File: config.mk
export PLATFORM = sky130hd
export DESIGN_NAME = uart_rx_fifo
export DESIGN_NICKNAME = d
export VERILOG_FILES = /design/src/rtl/uart_rx_fifo.sv
export SDC_FILE = /design/constraint.sdc
export NUM_CORES = 1
export LEC_CHECK = 0
export CAP_MARGIN = 0
export CORE_MARGIN = 3
export CORE_UTILIZATION = 60
export CTS_BUF_LIST = sky130_fd_sc_hd__clkbuf_4 sky130_fd_sc_hd__clkbuf_8 sky130_fd_sc_hd__clkbuf_16
export CTS_CLUSTER_SIZE = 24
export DETAILED_ROUTE_END_ITERATION = 12
export PLACE_DENSITY = 0.79
export SYNTH_ARGS = -nofsm -noshare
export SYNTH_HDL_FRONTEND = slang
export SYNTH_SLANG_ARGS = --single-unit
File: constraint.sdc
create_clock -name clk -period 4.81 [get_ports clk]
set_clock_uncertainty 0.05 [all_clocks]
set_input_delay 0.962 -clock clk [delete_from_list [all_inputs] [get_ports clk]]
set_output_delay 0.962 -clock clk [all_outputs]
set_load 0.02 [all_outputs]
File: src/rtl/uart_rx_fifo.sv
// Elastic FWFT buffer behind the UART receiver: no write backpressure, sticky overflow, fill level.
// Optional dropped-word counter on ovf_count when UART_RX_FIFO_OVF_CNT_EN is defined.
module uart_rx_fifo #(
    parameter  int W_OUT = 24,
    parameter  int DEPTH = 16,
    localparam int LVL_W = $clog2(DEPTH + 1)
) (
    input  logic             clk,
    input  logic             rstn,
    input  logic             s_valid,
    input  logic [W_OUT-1:0] s_data,
    output logic             m_valid,
    output logic [W_OUT-1:0] m_data,
    input  logic             m_ready,
    input  logic             flush,
    input  logic             ovf_clr,
    output logic [LVL_W-1:0] level,
    output logic             full,
    output logic             overflow
`ifdef UART_RX_FIFO_OVF_CNT_EN
    ,
    output logic [15:0]      ovf_count
`endif
);

    localparam int AW = $clog2(DEPTH);

    function automatic logic [15:0] sat_inc(input logic [15:0] v);
        return (v == 16'hFFFF) ? v : v + 16'd1;
    endfunction

    logic [W_OUT-1:0] mem [DEPTH];
    logic [AW:0]      wr_ptr;
    logic [AW:0]      rd_ptr;
    logic [AW:0]      wr_next;
    logic [AW:0]      rd_next;
    logic             pop;
    logic             push;
    logic             drop;
    logic             head_load;
    logic             full_next;
    logic [LVL_W-1:0] level_next;

    always_comb begin
        pop        = m_valid && m_ready && !flush;
        push       = s_valid && !flush && (!full || pop);
        drop       = s_valid && !flush && full && !pop;
        wr_next    = flush ? '0 : wr_ptr + (AW+1)'(push);
        rd_next    = flush ? '0 : rd_ptr + (AW+1)'(pop);
        level_next = LVL_W'(wr_next - rd_next);
        full_next  = (wr_next[AW] != rd_next[AW]) &&
                     (wr_next[AW-1:0] == rd_next[AW-1:0]);
        // Head becomes visible only from words stored before this edge, so
        // s_data never reaches m_data in the cycle it is written.
        head_load  = !flush && (wr_ptr != rd_next);
    end

    always_ff @(posedge clk) begin
        if (push) begin
            mem[wr_ptr[AW-1:0]] <= s_data;
        end
    end

    always_ff @(posedge clk or negedge rstn) begin
        if (!rstn) begin
            wr_ptr  <= '0;
            rd_ptr  <= '0;
            level   <= '0;
            full    <= 1'b0;
            m_valid <= 1'b0;
            m_data  <= '0;
        end else begin
            wr_ptr  <= wr_next;
            rd_ptr  <= rd_next;
            level   <= level_next;
            full    <= full_next;
            m_valid <= head_load;
            if (head_load) begin
                m_data <= mem[rd_next[AW-1:0]];
            end
        end
    end

    // A drop in the same cycle as ovf_clr keeps the flag set.
    always_ff @(posedge clk or negedge rstn) begin
        if (!rstn) begin
            overflow <= 1'b0;
        end else if (drop) begin
            overflow <= 1'b1;
        end else if (ovf_clr) begin
            overflow <= 1'b0;
        end
    end

`ifdef UART_RX_FIFO_OVF_CNT_EN
    always_ff @(posedge clk or negedge rstn) begin
        if (!rstn) begin
            ovf_count <= '0;
        end else if (ovf_clr) begin
            ovf_count <= drop ? 16'd1 : 16'd0;
        end else if (drop) begin
            ovf_count <= sat_inc(ovf_count);
        end
    end
`endif

endmodule
==> results.txt, run 1 <==
Status: finished, final reports clean
Largest net degree at the start of global routing: 74
Hold buffers post-CTS: 0
Worst hold path type: flip-flop to flip-flop
Bufs on Longest Clock Path: 3
# setup viols final: 0
Initial antenna violation count: 0
GR Overflow Total: 0
Seq/Total Area, Yosys: 0.709
Critical path fanouts, max: 17
Post-synth EDFFs: 384
WP data arrival: 4.47 ns
Layout cells sized above 1: 0.163
Dominant synthesized flop cell: edfxtp_1
# diodes: 0
Total I/O pin count: 62
Total power draw: 8090 uW
Setup Fix Bufs, Post-CTS: 0
CTS tree: built
Vias in the first global route: 10800
DR pass1 iterations: 6
Setup CP Type: input port to flip-flop
DRC: 0
CP top delay family: simple AND/OR/NAND/NOR gates
Clk Tree Root Cell: clkbuf_16
RSZ-0062 raised after global routing: false
CP cell instances: clkdlybuf4s50_1 -> nand2_1 -> nor2_1 -> ha_4 -> ha_2 -> clkinv_1 -> nor3_2 -> buf_4 -> a221oi_1 -> a22oi_1 -> mux2_4
FP Rows: 62
Ys Warns: 0
Placeable Area: 28900 sq um
PwrDens: 397 nW/um^2
Netlist Area Pre-Place: 17700 sq um
CP max stage cell: nor3_2
Setup_tns: 0 ns
Setup WS pre-CTS: 0.384 ns
Static Leak: 0.00671 uW
Final min period: 4.05 ns
Post_cts resized: 0
Routability cong.: 0.858
Tcrit/Tclk final: 0.842
Synth cell types: 43
Initial Util: 0.613
Syn_nets: 1177
Htree depth: 2
Syn_area_per_cell: 15.6 sq um
CTS clk-pin slew, worst paths: 0.06 ns
DRT iter0 DRCs: 1737
DR vias/cell: 6.65
Final Slew Violations: 0
CTS Buf Count: 41
Final setup margin: 0.759 ns
Syn-to-layout area delta: 14.8%
#FFs+latches synth: 426
Worst-Margin Slew: 1.22 ns
Post-route ant nets: 0
CP Capture Type: flip-flop
Hold Fails Final Rpt: 0
First-pass GRT wire length: 64900 microns
WL per Instance: 26.5 microns
Die Area: 31700 sq um
Routed WL: 42800 microns
Die height: 178 microns
NumNets Final: 1241
Peak VDD IR: 0.000354 V
Hpwl dp: 25100 microns
Asr flop ratio synth: 0.0986
Max Freq: 247 MHz
Input/output buffers: 61
Max-Slew Margin vs Limit: 0.182
Cells after Synth: 1138
CTS Sinks: 426
Die Wd: 178 microns
Clock latency on the worst-skew pair: 0.53 ns
Critical Path Max Stage Delay: 0.99 ns
Startpoint type of the worst setup path: input port
Bufs and invs on worst path: 3
Via count: 10700
GRT Total Usage: 0.274
Critical path data required time: 5.23 ns
Max Cap Violations: 0
[cell type report]
type	instances	area (sq um)
multi-input combinational	612	4900
clock inverter	12	71.3
timing repair buffer	109	1040
inverter	12	45.0
clock buffer	62	1250
tap	384	480
sequential	426	12600
fill	1826	8560
[worst paths after layout]
check,startpoint,end,slack (ns),cells past startpoint
setup / recovery,m_ready,m_data[4],0.76,11
hold / removal,m_data[19],m_data[19],0.49,1
setup reg to reg,m_valid,m_data[4],1.21,10
hold reg to reg,m_data[19],m_data[19],0.49,1
max in group asynchronous,rstn,m_data[20],3.42,1
min in group asynchronous,rstn,m_valid,0.58,1
[metrics by stage]
stage	hold WS (ns)	cell area, sq um	cells	util
floorplan	0.528	17700	1138	-
global placement	0.456	19000	1543	0.658
detailed placement	0.465	19000	1543	0.658
CTS	0.480	20400	1617	0.704
global route	0.494	20400	1617	0.704
finish	0.485	20400	1617	0.704
[registers in the layout, summed over array words and instances (netlist names)]
| name | count |
|---|---|
| rd_ptr | 5 |
| mem | 384 |
| m_data | 24 |
| overflow | 1 |
| full | 1 |
| m_valid | 1 |
| level | 5 |
| wr_ptr | 5 |
[power breakdown]
part	switching (uW)	total [uW]	internal, uW
registers	97.6	4240	4140
logic	382	747	365
clock network	1300	3100	1800
[per-layer routing]
metal,up-vias,global-route usage,share of wire
met2,696,0.433,0.48
li1,4638,-,-
met3,113,0.0575,0.10
met1,5301,0.374,0.38
met4,0,0.112,0.038
met5,-,0,0
[synth_stat cells (all sizes together) (2+ instances only)]
library cell	count	area [sq um]
edfxtp	384	11500
mux2i	97	983
nor2b	74	463
a221oi	72	631
clkbuf	55	206
nand2	55	206
o21ai	50	250
mux2	48	612
dfrtp	42	1050
buf	33	171
a21oi	27	135
a2111oi	24	210
a211o	24	210
a22oi	24	180
nor4	24	150
o31a	24	210
nor2	21	78.8
inv	11	41.3
ha	8	100
xnor2	8	70.1
nor3	6	30.0
nand3	4	20.0
xor2	4	35.0
nand2b	3	18.8
a21o	2	15.0
nand3b	2	15.0
nand4	2	12.5
[cell families after synthesis]
family / count (synthesis) / share of synthesized area
adder cells (fa/ha/maj): 9 / 0.00677
flip-flops: 426 / 0.709
AND/OR/NAND/NOR: 195 / 0.0578
XOR/XNOR: 12 / 0.00592
buffers and inverters: 100 / 0.0238
multiplexers: 145 / 0.0899
AO/OA/AOI/OAI: 251 / 0.107
[layout by cell type, fill, tap and decap left out, drive strengths merged, types with 21 or more instances in the layout]
master	netlist	layout
o21ai	50	50
a21oi	27	27
a2111oi	24	24
nand2	55	55
clkbuf	55	62
a22oi	24	24
nor2b	74	74
mux2	48	48
buf	33	50
a211o	24	24
edfxtp	384	384
nor2	21	21
clkdlybuf4s50	0	59
mux2i	97	97
dfrtp	42	42
nor4	24	24
o31a	24	24
a221oi	72	72
No activity file was read; power rests on OpenSTA's default activity.
==> inputs of run 2 (changes only) <==
clock period = 3.9 ns   (was 4.81 ns; I/O delays follow)
==> results.txt, run 2 (synthesized netlist as in run 1, its figures left out) <==
Status: finished, final reports clean (unchanged)
CP Capture Type: flip-flop (unchanged)
Layout cells sized above 1: 0.170 (was 0.163)
CTS Buf Count: 42 (was 41)
Register cell area after layout: 12600 sq um (unchanged)
Multi-input logic area: 4920 sq um (was 4900 sq um)
PwrDens: 491 nW/um^2 (was 397 nW/um^2)
Via count: 10800 (was 10700)
Commonest non-fill, non-tap cell in the layout: edfxtp_1 (unchanged)
CTS Sinks: 426 (unchanged)
Post-route ant nets: 0 (unchanged)
Setup_tns: 0 ns (unchanged)
Max reg flops: 384 (unchanged)
NumNets Final: 1249 (was 1241)
Initial antenna violation count: 0 (unchanged)
Htree depth: 2 (unchanged)
Worst hold path type: input port to asynchronous set/reset pin (was flip-flop to flip-flop)
Setup Fix Bufs, Post-CTS: 0 (unchanged)
Final Slew Violations: 0 (unchanged)
Cell count after placement: 1550 (was 1543)
Hold buffers post-CTS: 0 (unchanged)
Input/output buffers: 61 (unchanged)
Max Cap Violations: 0 (unchanged)
FP Rows: 62 (unchanged)
Startpoint type of the worst setup path: input port (unchanged)
WP data arrival: 3.53 ns (was 4.47 ns)
Die height: 178 microns (unchanged)
Largest net degree at the start of global routing: 111 (was 74)
Initial Util: 0.613 (unchanged)
Worst-Margin Slew: 0.781 ns (was 1.22 ns)
Fillers: 1788 (was 1826)
Peak VDD IR: 0.000380 V (was 0.000354 V)
Post_cts resized: 0 (unchanged)
DRC: 0 (unchanged)
Tcrit/Tclk final: 0.813
WL per Instance: 25.6 microns (was 26.5 microns)
Final min period: 3.17 ns
DRT iter0 DRCs: 1333 (was 1737)
Static Leak: 0.00680 uW (was 0.00671 uW)
Hpwl dp: 24000 microns (was 25100 microns)
DR pass1 iterations: 8 (was 6)
GR Overflow Total: 0 (unchanged)
CTS clk-pin slew, worst paths: 0.06 ns (about the same)
GRT Total Usage: 0.267 (was 0.274)
CTS tree: built (unchanged)
Vias in the first global route: 10700 (was 10800)
RSZ-0062 raised after global routing: false (unchanged)
Placeable Area: 28900 sq um (unchanged)
Routed WL: 41600 microns (was 42800 microns)
Critical path data required time: 4.26 ns (was 5.23 ns)
Die Area: 31700 sq um (unchanged)
Syn-to-layout area delta: 16.0% (was 14.8%)
Finished layout cell area: 20600 sq um (was 20400 sq um)
Clk Tree Root Cell: clkbuf_16 (unchanged)
Post-Layout Cell Count: 1626 (was 1617)
Routability cong.: 0.841 (was 0.858)
Placed inst area: 19200 sq um (was 19000 sq um)
# setup viols final: 0 (unchanged)
First-pass GRT wire length: 63700 microns (was 64900 microns)
Clock latency on the worst-skew pair: 0.53 ns (about the same)
Bufs on Longest Clock Path: 3 (unchanged)
Max-Slew Margin vs Limit: 0.479 (was 0.182)
Hold Fails Final Rpt: 0 (unchanged)
DR vias/cell: 6.63 (was 6.65)
Hold Slack: 0.318 ns (was 0.485 ns)
Setup CP Type: input port to flip-flop (unchanged)
Max Freq: 315 MHz
# diodes: 0 (unchanged)
Die Wd: 178 microns (unchanged)
Most frequent cells in the layout: edfxtp_1, mux2i_1, nor2b_1 (unchanged)
Util after Layout: 0.712 (was 0.704)
Critical path fanouts, max: 12 (was 17)
Total I/O pin count: 62 (unchanged)
-- run 2: cell types whose count changed in the layout (fill, tap and decap cells not counted), moves of 2 or more --
cell	change
nor2_4	+2
bufinv_16	+2
nor2_2	-2
buf_12	+8
-- run 2: layer usage --
metal,vias to the layer above,wire (microns),GRT usage
li1,4656,-,-
met3,97,3790,0.0447
met5,-,0,0
met1,5409,16800,0.383
met4,0,1220,0.0870
met2,623,19900,0.424
-- run 2: layout make-up --
cell class,count,area share
flip-flops and latches,426,0.611
well taps,384,0.0233
clock buffers,63,0.0611
multi-input cells,612,0.239
inverters,12,0.00219
clock inverters,13,0.00565
repair buffers,116,0.0578
-- run 2: final timing paths --
kind                             from  slack, ns  depth (start not counted)          to
hold / removal                   rstn       0.32                          2    level[2]
setup / recovery              m_ready       0.73                         11   m_data[6]
min in group clk           m_data[20]       0.47                          1  m_data[20]
max in group asynchronous        rstn       3.04                          2  m_data[22]
setup reg to reg              m_valid       1.07                          9   m_data[7]
hold reg to reg            m_data[20]       0.47                          1  m_data[20]
-- run 2: metrics by stage --
step / setup slack [ns] / power (uW)
CTS: 0.763 / 10200
detailed placement: 0.231 / 6230
finish: 0.730 / 10100
floorplan: 0.202 / 5770
global route: 0.639 / 10400
global placement: 0.287 / 6200
-- run 2: power breakdown --
group	internal (uW)	switching [uW]	leakage, uW
Combinational	453	469	0.00211
Clock	2360	1600	0.000702
Sequential	5110	114	0.00398
Total	7920	2180	0.00680
-- run 2: critical path: stages --
cell and delay (ns):
clkdlybuf4s50_1 0.45, nand2_1 0.08, nor2_1 0.17, ha_4 0.16
ha_2 0.27, nand3_1 0.13, xor2_1 0.20, or3_1 0.37
a41oi_4 0.24, buf_4 0.33, mux2_4 0.34
==> inputs of run 3 (changes only) <==
clock period = 3.22 ns   (was 3.9 ns; I/O delays follow)
==> results.txt, run 3 (synthesized netlist as in run 1, its figures left out) <==
CTS tree: built (unchanged)
NumNets Final: 1312 (was 1249)
Hpwl dp: 26700 microns (was 24000 microns)
DR vias/cell: 6.69 (was 6.63)
DR pass1 iterations: 6 (was 8)
Hold Slack: 0.193 ns (was 0.318 ns)
Setup Fix Bufs, Post-CTS: 0 (unchanged)
GR Overflow Total: 0 (unchanged)
End of the worst register-to-register path: m_data[22] (was m_data[7])
# diodes: 0 (unchanged)
Final min period: 2.94 ns
Die height: 178 microns (unchanged)
CTS Buf Count: 42 (unchanged)
DRT iter0 DRCs: 1623 (was 1333)
Peak VDD IR: 0.000461 V (was 0.000380 V)
Total power draw: 12400 uW (was 10100 uW)
FP Rows: 62 (unchanged)
Tcrit/Tclk final: 0.913
PwrDens: 581 nW/um^2 (was 491 nW/um^2)
Layout cells sized above 1: 0.212 (was 0.170)
Bufs on Longest Clock Path: 3 (unchanged)
CTS clk-pin slew, worst paths: 0.06 ns (about the same)
Clock latency on the worst-skew pair: 0.54 ns (was 0.53 ns)
Initial antenna violation count: 0 (unchanged)
Setup WS pre-CTS: -0.226 ns (was 0.231 ns)
Max Cap Violations: 0 (unchanged)
Critical path data required time: 3.65 ns (was 4.26 ns)
Cell count after placement: 1613 (was 1550)
WL per Instance: 27.1 microns (was 25.6 microns)
Post-Layout Cell Count: 1690 (was 1626)
Static Leak: 0.00719 uW (was 0.00680 uW)
Vias in the first global route: 11400 (was 10700)
Worst-Margin Slew: 0.728 ns (was 0.781 ns)
Total I/O pin count: 62 (unchanged)
Max-Slew Margin vs Limit: 0.515 (was 0.479)
Htree depth: 2 (unchanged)
Largest net degree at the start of global routing: 111 (unchanged)
Input/output buffers: 61 (unchanged)
Clk Tree Root Cell: clkbuf_16 (unchanged)
Post-route ant nets: 0 (unchanged)
Placeable Area: 28900 sq um (unchanged)
Routed WL: 45800 microns (was 41600 microns)
Die Area: 31700 sq um (unchanged)
Startpoint type of the worst setup path: input port (unchanged)
Final Slew Violations: 0 (unchanged)
Routability cong.: 0.831 (was 0.841)
CP Capture Type: flip-flop (unchanged)
Max Freq: 340 MHz
Initial Util: 0.613 (unchanged)
Critical R2R Launch: m_valid (unchanged)
Worst R2R Setup Slack: 0.48 ns (was 1.07 ns)
WP data arrival: 3.37 ns (was 3.53 ns)
R2R depth: 11 (was 9)
Commonest non-fill, non-tap cell in the layout: edfxtp_1 (unchanged)
RSZ-0062 raised after global routing: false (unchanged)
Die Wd: 178 microns (unchanged)
Syn-to-layout area delta: 20.5% (was 16.0%)
Via count: 11300 (was 10800)
DRC: 0 (unchanged)
CTS Sinks: 426 (unchanged)
Hold Fails Final Rpt: 0 (unchanged)
First-pass GRT wire length: 68000 microns (was 63700 microns)
Setup CP Type: input port to flip-flop (unchanged)
Most frequent cells in the layout: edfxtp_1, mux2i_1, buf_4 (was edfxtp_1, mux2i_1, nor2b_1)
GRT Total Usage: 0.290 (was 0.267)
Post_cts resized: 0 (unchanged)
Final setup margin: 0.282 ns (was 0.730 ns)
Critical path fanouts, max: 15 (was 12)
Hold buffers post-CTS: 0 (unchanged)
Max reg flops: 384 (unchanged)
# setup viols final: 0 (unchanged)
Setup_tns: 0 ns (unchanged)
Worst hold path type: input port to asynchronous set/reset pin (unchanged)
Status: finished, final reports clean (unchanged)
## run 3: critical path, cell delays in order
cell             delay, ns
clkdlybuf4s50_1       0.46
nand2_1               0.08
nor2_2                0.14
ha_4                  0.16
ha_2                  0.21
buf_12                0.13
xor2_4                0.17
buf_4                 0.31
buf_4                 0.18
a221oi_1              0.08
a211o_1               0.29
a22oi_1               0.31
mux2_4                0.21
## run 3: through the flow
step	util	cell area [sq um]
6_report	0.739	21400
5_1_grt	0.739	21400
4_1_cts	0.739	21400
3_5_place_dp	0.691	20000
3_3_place_gp	0.691	20000
2_1_floorplan	-	17800
## run 3: worst max-delay path by stage
stage	start	to	slack [ns]	cells past startpoint
global route	m_ready	m_data[22]	0.17	12
finish	m_ready	m_data[15]	0.28	13
CTS	m_ready	m_data[15]	0.31	13
detailed placement	m_ready	m_data[15]	-0.23	13
floorplan	flush	mem[12][0]	-0.02	6
global placement	m_ready	m_data[15]	-0.17	13
## run 3: report_power, final
group / internal, uW / switching, uW / total, uW
Clock: 2930 / 2010 / 4930
Combinational: 580 / 595 / 1170
Sequential: 6180 / 131 / 6320
## run 3: cell type report
cell class              instances  area, sq um
clock buffers                  57         1190
clock inverters                20          211
fillers                      1657         7550
inverters                      12         50.0
multi-input cells             612         4950
flip-flops and latches        426        12600
well taps                     384          480
repair buffers                179         1930
## run 3: routing by layer
metal	vias up	global-route usage	share of wire
li1	4785	-	-
met1	5621	0.394	0.38
met2	740	0.462	0.48
met3	155	0.0541	0.10
met4	0	0.129	0.043
met5	-	0	0
